## src/rtl/stream_arb_pkg.sv

```systemverilog
// Shared types and helpers for the packet-granular round-robin stream arbiter.
package stream_arb_pkg;

   localparam int MAX_PORTS   = 16;
   localparam int MAX_ID_W    = 4;
   localparam int PKT_COUNT_W = 16;

   typedef enum logic {
      ARB_IDLE   = 1'b0,
      ARB_LOCKED = 1'b1
   } arb_state_t;

   typedef struct packed {
      logic                found;
      logic [MAX_ID_W-1:0] index;
   } rr_result_t;

   // Scan the valid vector starting at ptr, wrapping at numPorts; first hit wins.
   function automatic rr_result_t rr_next_grant(
      input logic [MAX_PORTS-1:0] validVec,
      input logic [MAX_ID_W-1:0]  ptr,
      input int unsigned          numPorts
   );
      rr_result_t  result;
      int unsigned cand;
      result.found = 1'b0;
      result.index = '0;
      for (int unsigned i = 0; i < MAX_PORTS; i++) begin
         cand = {28'd0, ptr} + i;
         if (cand >= numPorts) begin
            cand = cand - numPorts;
         end
         if (!result.found && (i < numPorts) && validVec[cand[MAX_ID_W-1:0]]) begin
            result.found = 1'b1;
            result.index = cand[MAX_ID_W-1:0];
         end
      end
      return result;
   endfunction

endpackage

```

## src/rtl/stream_skid.sv

```systemverilog
// Two-register skid stage: an output register plus a skid register. Upstream
// ready is simply "skid register empty", so it comes straight from a flop.
module stream_skid #(
   parameter int DW = 17
)(
   input  logic          i_clock,
   input  logic          i_reset,
   input  logic          i_valid,
   output logic          o_ready,
   input  logic [DW-1:0] i_data,
   output logic          o_valid,
   input  logic          i_ready,
   output logic [DW-1:0] o_data
);

   logic          r_outValid;
   logic [DW-1:0] r_outData;
   logic          r_skidValid;
   logic [DW-1:0] r_skidData;

   // Move beats into the output register, parking one in the skid register when downstream stalls
   always_ff @(posedge i_clock) begin
      if (i_reset) begin
         r_outValid  <= 1'b0;
         r_outData   <= '0;
         r_skidValid <= 1'b0;
         r_skidData  <= '0;
      end else if (!r_skidValid) begin
         if (i_valid) begin
            if (!r_outValid || i_ready) begin
               r_outValid <= 1'b1;
               r_outData  <= i_data;
            end else begin
               r_skidValid <= 1'b1;
               r_skidData  <= i_data;
            end
         end else if (i_ready) begin
            r_outValid <= 1'b0;
         end
      end else if (i_ready) begin
         r_outData   <= r_skidData;
         r_skidValid <= 1'b0;
      end
   end

   assign o_ready = !r_skidValid;
   assign o_valid = r_outValid;
   assign o_data  = r_outData;

endmodule

```

## src/rtl/stream_rr_arbiter.sv

```systemverilog
// Packet-granular round-robin arbiter sharing one registered stream between
// NUM_PORTS requesters. A grant is held until the granted port's last beat is
// accepted. Optional per-port packet counters: define STREAM_RR_ARBITER_PKT_COUNT_EN.
module stream_rr_arbiter
   import stream_arb_pkg::*;
#(
   parameter int WIDTH     = 16,
   parameter int NUM_PORTS = 4,
   parameter int ID_W      = (NUM_PORTS > 1) ? $clog2(NUM_PORTS) : 1
)(
   input  logic                       i_clock,
   input  logic                       i_reset,
   input  logic [NUM_PORTS*WIDTH-1:0] i_in_data,
   input  logic [NUM_PORTS-1:0]       i_in_valid,
   input  logic [NUM_PORTS-1:0]       i_in_last,
   output logic [NUM_PORTS-1:0]       o_in_ready,
   output logic [WIDTH-1:0]           o_out_data,
   output logic                       o_out_last,
   output logic                       o_out_valid,
   input  logic                       i_out_ready,
   output logic [ID_W-1:0]            o_grant_id,
   output logic                       o_busy
`ifdef STREAM_RR_ARBITER_PKT_COUNT_EN
   ,
   output logic [NUM_PORTS*PKT_COUNT_W-1:0] o_pkt_count
`endif
);

   arb_state_t           r_state;
   logic [ID_W-1:0]      r_grantId;
   logic [ID_W-1:0]      r_ptr;
   logic                 r_busy;

   logic [MAX_PORTS-1:0] w_validPad;
   logic [MAX_ID_W-1:0]  w_ptrPad;
   rr_result_t           w_search;
   logic [ID_W-1:0]      w_searchIdx;
   logic [ID_W-1:0]      w_ptrNext;
   logic [WIDTH-1:0]     w_selData;
   logic                 w_selLast;
   logic                 w_selValid;
   logic                 w_skidReady;
   logic                 w_skidInValid;
   logic                 w_fire;
   logic [WIDTH:0]       w_skidOut;

   // Widen valid vector and pointer to the fixed width the search helper expects
   always_comb begin
      w_validPad                  = '0;
      w_validPad[NUM_PORTS-1:0]   = i_in_valid;
      w_ptrPad                    = '0;
      w_ptrPad[ID_W-1:0]          = r_ptr;
   end

   assign w_search = rr_next_grant(w_validPad, w_ptrPad, NUM_PORTS);

   // Narrow the search result back to a legal grant index
   always_comb begin
      w_searchIdx = '0;
      for (int k = 0; k < NUM_PORTS; k++) begin
         if (w_search.index == k[MAX_ID_W-1:0]) begin
            w_searchIdx = k[ID_W-1:0];
         end
      end
   end

   assign w_ptrNext = (r_grantId == ID_W'(NUM_PORTS - 1)) ? '0 : r_grantId + ID_W'(1);

   // Forward the granted port's valid/data/last toward the skid stage
   always_comb begin
      w_selData  = '0;
      w_selLast  = 1'b0;
      w_selValid = 1'b0;
      for (int k = 0; k < NUM_PORTS; k++) begin
         if (r_grantId == k[ID_W-1:0]) begin
            w_selData  = i_in_data[k*WIDTH +: WIDTH];
            w_selLast  = i_in_last[k];
            w_selValid = i_in_valid[k];
         end
      end
   end

   // Only the granted port sees ready, and only while a packet is locked
   always_comb begin
      o_in_ready = '0;
      for (int k = 0; k < NUM_PORTS; k++) begin
         if ((r_state == ARB_LOCKED) && (r_grantId == k[ID_W-1:0])) begin
            o_in_ready[k] = w_skidReady;
         end
      end
   end

   assign w_skidInValid = (r_state == ARB_LOCKED) && w_selValid;
   assign w_fire        = w_skidInValid && w_skidReady;

   // Grant on a found requester, hold the lock until the last beat is accepted, then rotate
   always_ff @(posedge i_clock) begin
      if (i_reset) begin
         r_state   <= ARB_IDLE;
         r_grantId <= '0;
         r_ptr     <= '0;
         r_busy    <= 1'b0;
      end else begin
         case (r_state)
            ARB_IDLE: begin
               if (w_search.found) begin
                  r_grantId <= w_searchIdx;
                  r_state   <= ARB_LOCKED;
                  r_busy    <= 1'b1;
               end
            end
            ARB_LOCKED: begin
               if (w_fire && w_selLast) begin
                  r_state <= ARB_IDLE;
                  r_busy  <= 1'b0;
                  r_ptr   <= w_ptrNext;
               end
            end
         endcase
      end
   end

   stream_skid #(
      .DW (WIDTH + 1)
   ) u_skid (
      .i_clock (i_clock),
      .i_reset (i_reset),
      .i_valid (w_skidInValid),
      .o_ready (w_skidReady),
      .i_data  ({w_selLast, w_selData}),
      .o_valid (o_out_valid),
      .i_ready (i_out_ready),
      .o_data  (w_skidOut)
   );

   assign o_out_data = w_skidOut[WIDTH-1:0];
   assign o_out_last = w_skidOut[WIDTH];
   assign o_grant_id = r_grantId;
   assign o_busy     = r_busy;

`ifdef STREAM_RR_ARBITER_PKT_COUNT_EN
   logic [NUM_PORTS*PKT_COUNT_W-1:0] r_pktCount;

   // Count completed packets per port as their last beat enters the skid stage
   always_ff @(posedge i_clock) begin
      if (i_reset) begin
         r_pktCount <= '0;
      end else if (w_fire && w_selLast) begin
         for (int k = 0; k < NUM_PORTS; k++) begin
            if (r_grantId == k[ID_W-1:0]) begin
               r_pktCount[k*PKT_COUNT_W +: PKT_COUNT_W] <=
                  r_pktCount[k*PKT_COUNT_W +: PKT_COUNT_W] + PKT_COUNT_W'(1);
            end
         end
      end
   end

   assign o_pkt_count = r_pktCount;
`endif

endmodule

```

## config.mk

```make
export PLATFORM = sky130hd
export DESIGN_NAME = stream_rr_arbiter
export DESIGN_NICKNAME = d
export VERILOG_FILES = /design/src/rtl/stream_arb_pkg.sv /design/src/rtl/stream_skid.sv /design/src/rtl/stream_rr_arbiter.sv
export SDC_FILE = /design/constraint.sdc
export NUM_CORES = 1
export LEC_CHECK = 0
export ABC_AREA = 1
export CAP_MARGIN = 20
export CELL_PAD_IN_SITES_DETAIL_PLACEMENT = 0
export CELL_PAD_IN_SITES_GLOBAL_PLACEMENT = 1
export CORE_UTILIZATION = 30
export CTS_CLUSTER_SIZE = 16
export DETAILED_ROUTE_END_ITERATION = 7
export PLACE_DENSITY_LB_ADDON = 0.2
export SYNTH_ARGS = -nofsm -noshare
export SYNTH_HDL_FRONTEND = slang
export SYNTH_SLANG_ARGS = --single-unit
```

## constraint.sdc

```tcl
create_clock -name i_clock -period 2.6 [get_ports i_clock]
set_clock_uncertainty 0.05 [all_clocks]
set_input_delay 0.52 -clock i_clock [delete_from_list [all_inputs] [get_ports i_clock]]
set_output_delay 0.52 -clock i_clock [all_outputs]
set_load 0.02 [all_outputs]
```

==> summary.txt, run 1 <==
Run status
  • Failing checks: design-rule violations
  • Status: complete, but fails checks

Place
  • Dpl ws: 0.318 ns
  • Port bufs: 99
  • Final RePlAce weighted congestion: between 0.8 and 0.9
  • DP HPWL: 6.79 mm

STA
  • Min Tclk post-route: 2.44 ns
  • Relative slew slack: 70.0%
  • Final hold slack: 0.415 ns
  • Period utilization: 93.7%
  • Setup total negative slack: 0 ns
  • Final setup margin: 0.163 ns
  • Fmax: 410 MHz
  • Final setup vio count: 0
  • Worst Tran Pin Value: approximately 0.45 ns
  • Slew Limit Fails: 0
  • Unrepaired setup endpoints after global routing: false
  • Final hold violation count: 0

Logic synthesis
  • Synth Register Bits: between 40 and 50
  • Synth Cell Area: 0.00279 mm²
  • Sequential fraction of the synthesis area: 30.2%
  • Post-synth ARST share: 0%
  • Post-synth EDFFs: 0
  • Syn. warnings: 0
  • Main synth FF type: dfxtp_1
  • Avg Cell Area, Syn: 6.16 µm²
  • Synth Instances: 452
  • Synth cell types: 24
  • Net Count, Synth: 536

Worst setup path
  • Crit path capture type: primary output
  • Data arrival, critical path: 1.87 ns
  • Crit path required time: 2.03 ns
  • Startpoint types: register
  • CP max FO: 5
  • Critical path class: register to primary output

Floorplanning
  • IO Count: 100
  • Std-Cell Rows: 34
  • Die Area: 0.00967 mm²
  • Die Width: between 90 and 100 µm
  • Die H: 98.4 µm
  • Initial Utilization: approximately a third
  • Core area: 0.00885 mm²

Worst hold path
  • Worst min path class: register to register

GRT
  • Initial antenna violation count: 0
  • Overflow after GRT: 0
  • First-pass GRT wire length: 14.7 mm
  • Largest net degree at the start of global routing: 33
  • Overall Global Routing Usage: around a fifth
  • Vias in the first global route: about 3000

Cells and area
  • Ant diodes: 0
  • Share of layout cells above drive strength 1: 7.71%
  • Commonest cells after routing, fill and taps aside: nand2_1, clkdlybuf4s50_1, a21oi_1, nor2_1, dfxtp_1
  • Nets: 628
  • Area delta synth->final: 41.9%
  • Fillcell total: between 900 and 1000
  • Most common cell after layout, fill and taps aside: nand2_1

CTS
  • Bufs on Longest Clock Path: 2
  • CTS buffer count: 5
  • Worst-Skew Late Latency: 0.29 ns
  • Hold buffers post-CTS: 0
  • Clock Root Buffer: clkbuf_8
  • CTS sink cnt: 42
  • CTS tree: done
  • Post-CTS Resized: 0
  • H-tree depth: 2
  • Post-CTS Setup Inserts: 0
  • Clock transition at path regs: 0.08 ns

Pwr
  • Leak Pwr: 0.00169 µW
  • Maximum vdd drop: 0.000309 V
  • Cell Pwr Density: 682 mW/mm²

Route
  • DRC: 5
  • Final Routed Wirelength: between 8 and 9 mm
  • Routed len/inst: 13.3 µm
  • Vias per cell: 4.73
  • First-pass DRT Iterations: 8
  • Starting DRT DRC Count: between 100 and 150
  • Via count: 3088
  • Post-DRT Antenna Nets: 0

Run
  • Max_cap viols: 0
cell usage after synthesis (6+ instances only):
cell type	n	share of area, %
a21oi_1	59	11
buf_2	7	1.3
buf_4	7	1.9
clkbuf_1	9	1.2
dfxtp_1	42	30
ha_1	9	4.0
inv_1	15	2.0
inv_2	6	0.81
nand2_1	151	20
nand3_1	32	5.8
nor2_1	50	6.7
nor2_2	9	2.0
o21ai_0	14	2.5
o21ai_1	25	4.5
area by class of cell:
class,instances,area (µm²),share of cell area (%)
Clock buffer,7,76.3,1.93
Clock inverter,1,30.0,0.760
Inverter,22,85.1,2.15
Multi-Input combinational cell,362,1700,43.1
Sequential cell,42,841,21.3
Tap cell,108,135,3.42
Timing Repair Buffer,111,1080,27.4
power by group:
part	internal (µW)	switching, µW
clock network	288	218
logic	559	861
registers	719	51.6
total	1570	1130
sequential cells by signal, summed over array words and instances (netlist names):
| signal | count |
|---|---|
| u_skid.o_data | 17 |
| u_skid.o_valid | 1 |
| r_state | 1 |
| o_busy | 1 |
| u_skid.r_skidData | 17 |
| r_ptr | 2 |
| u_skid.r_skidValid | 1 |
| o_grant_id | 2 |
critical path, cell delays in order (launching register included):
cell and delay, ns:
dfxtp_1 0.37, inv_1 0.12, ha_1 0.30, inv_2 0.07, nor2_1 0.10, clkdlybuf4s50_1 0.63
cells by family after synthesis:
| family | count (synthesis) | share of synthesized area, % |
|---|---|---|
| and+or+nand+nor | 251 | 37.9 |
| AOI/OAI and AO/OA | 102 | 19.3 |
| buffers and inverters | 48 | 8.62 |
| DFF | 42 | 30.2 |
| adders and majority gates | 9 | 4.04 |
stage by stage:
stage,utilization (%),cell area [µm²],std cells,power [µW]
after floorplan,-,2790,452,1740
after global placement,43.5,3850,645,2230
after detailed placement,43.5,3850,645,2230
after CTS,44.7,3950,653,2740
after global routing,44.7,3950,653,2930
final,44.7,3950,653,2700
final timing paths:
path / from / endpoint / slack [ns] / cells after the start
worst max register to register: r_ptr[1] / o_grant_id[1] / 0.42 / 10
worst min register to register: u_skid.o_data[13] / u_skid.o_data[13] / 0.41 / 2
worst max-delay path: o_grant_id[0] / o_in_ready[2] / 0.16 / 5
worst min-delay path: u_skid.o_data[13] / u_skid.o_data[13] / 0.41 / 2
routing by layer:
metal	vias to the layer above	global-route usage (%)	routed length, µm
li1	1648	-	-
met1	1381	22.1	3750
met2	51	35.7	4560
met3	8	2.79	265
met4	0	3.90	125
met5	-	0	0
Power figures use the tool's default switching activity.
==> run 2, diff against run 1 <==
- TNS_END_PERCENT: default -> 5
==> results of run 2 <==
No change in the layout: final DEF, timing and power equal those of run 1.
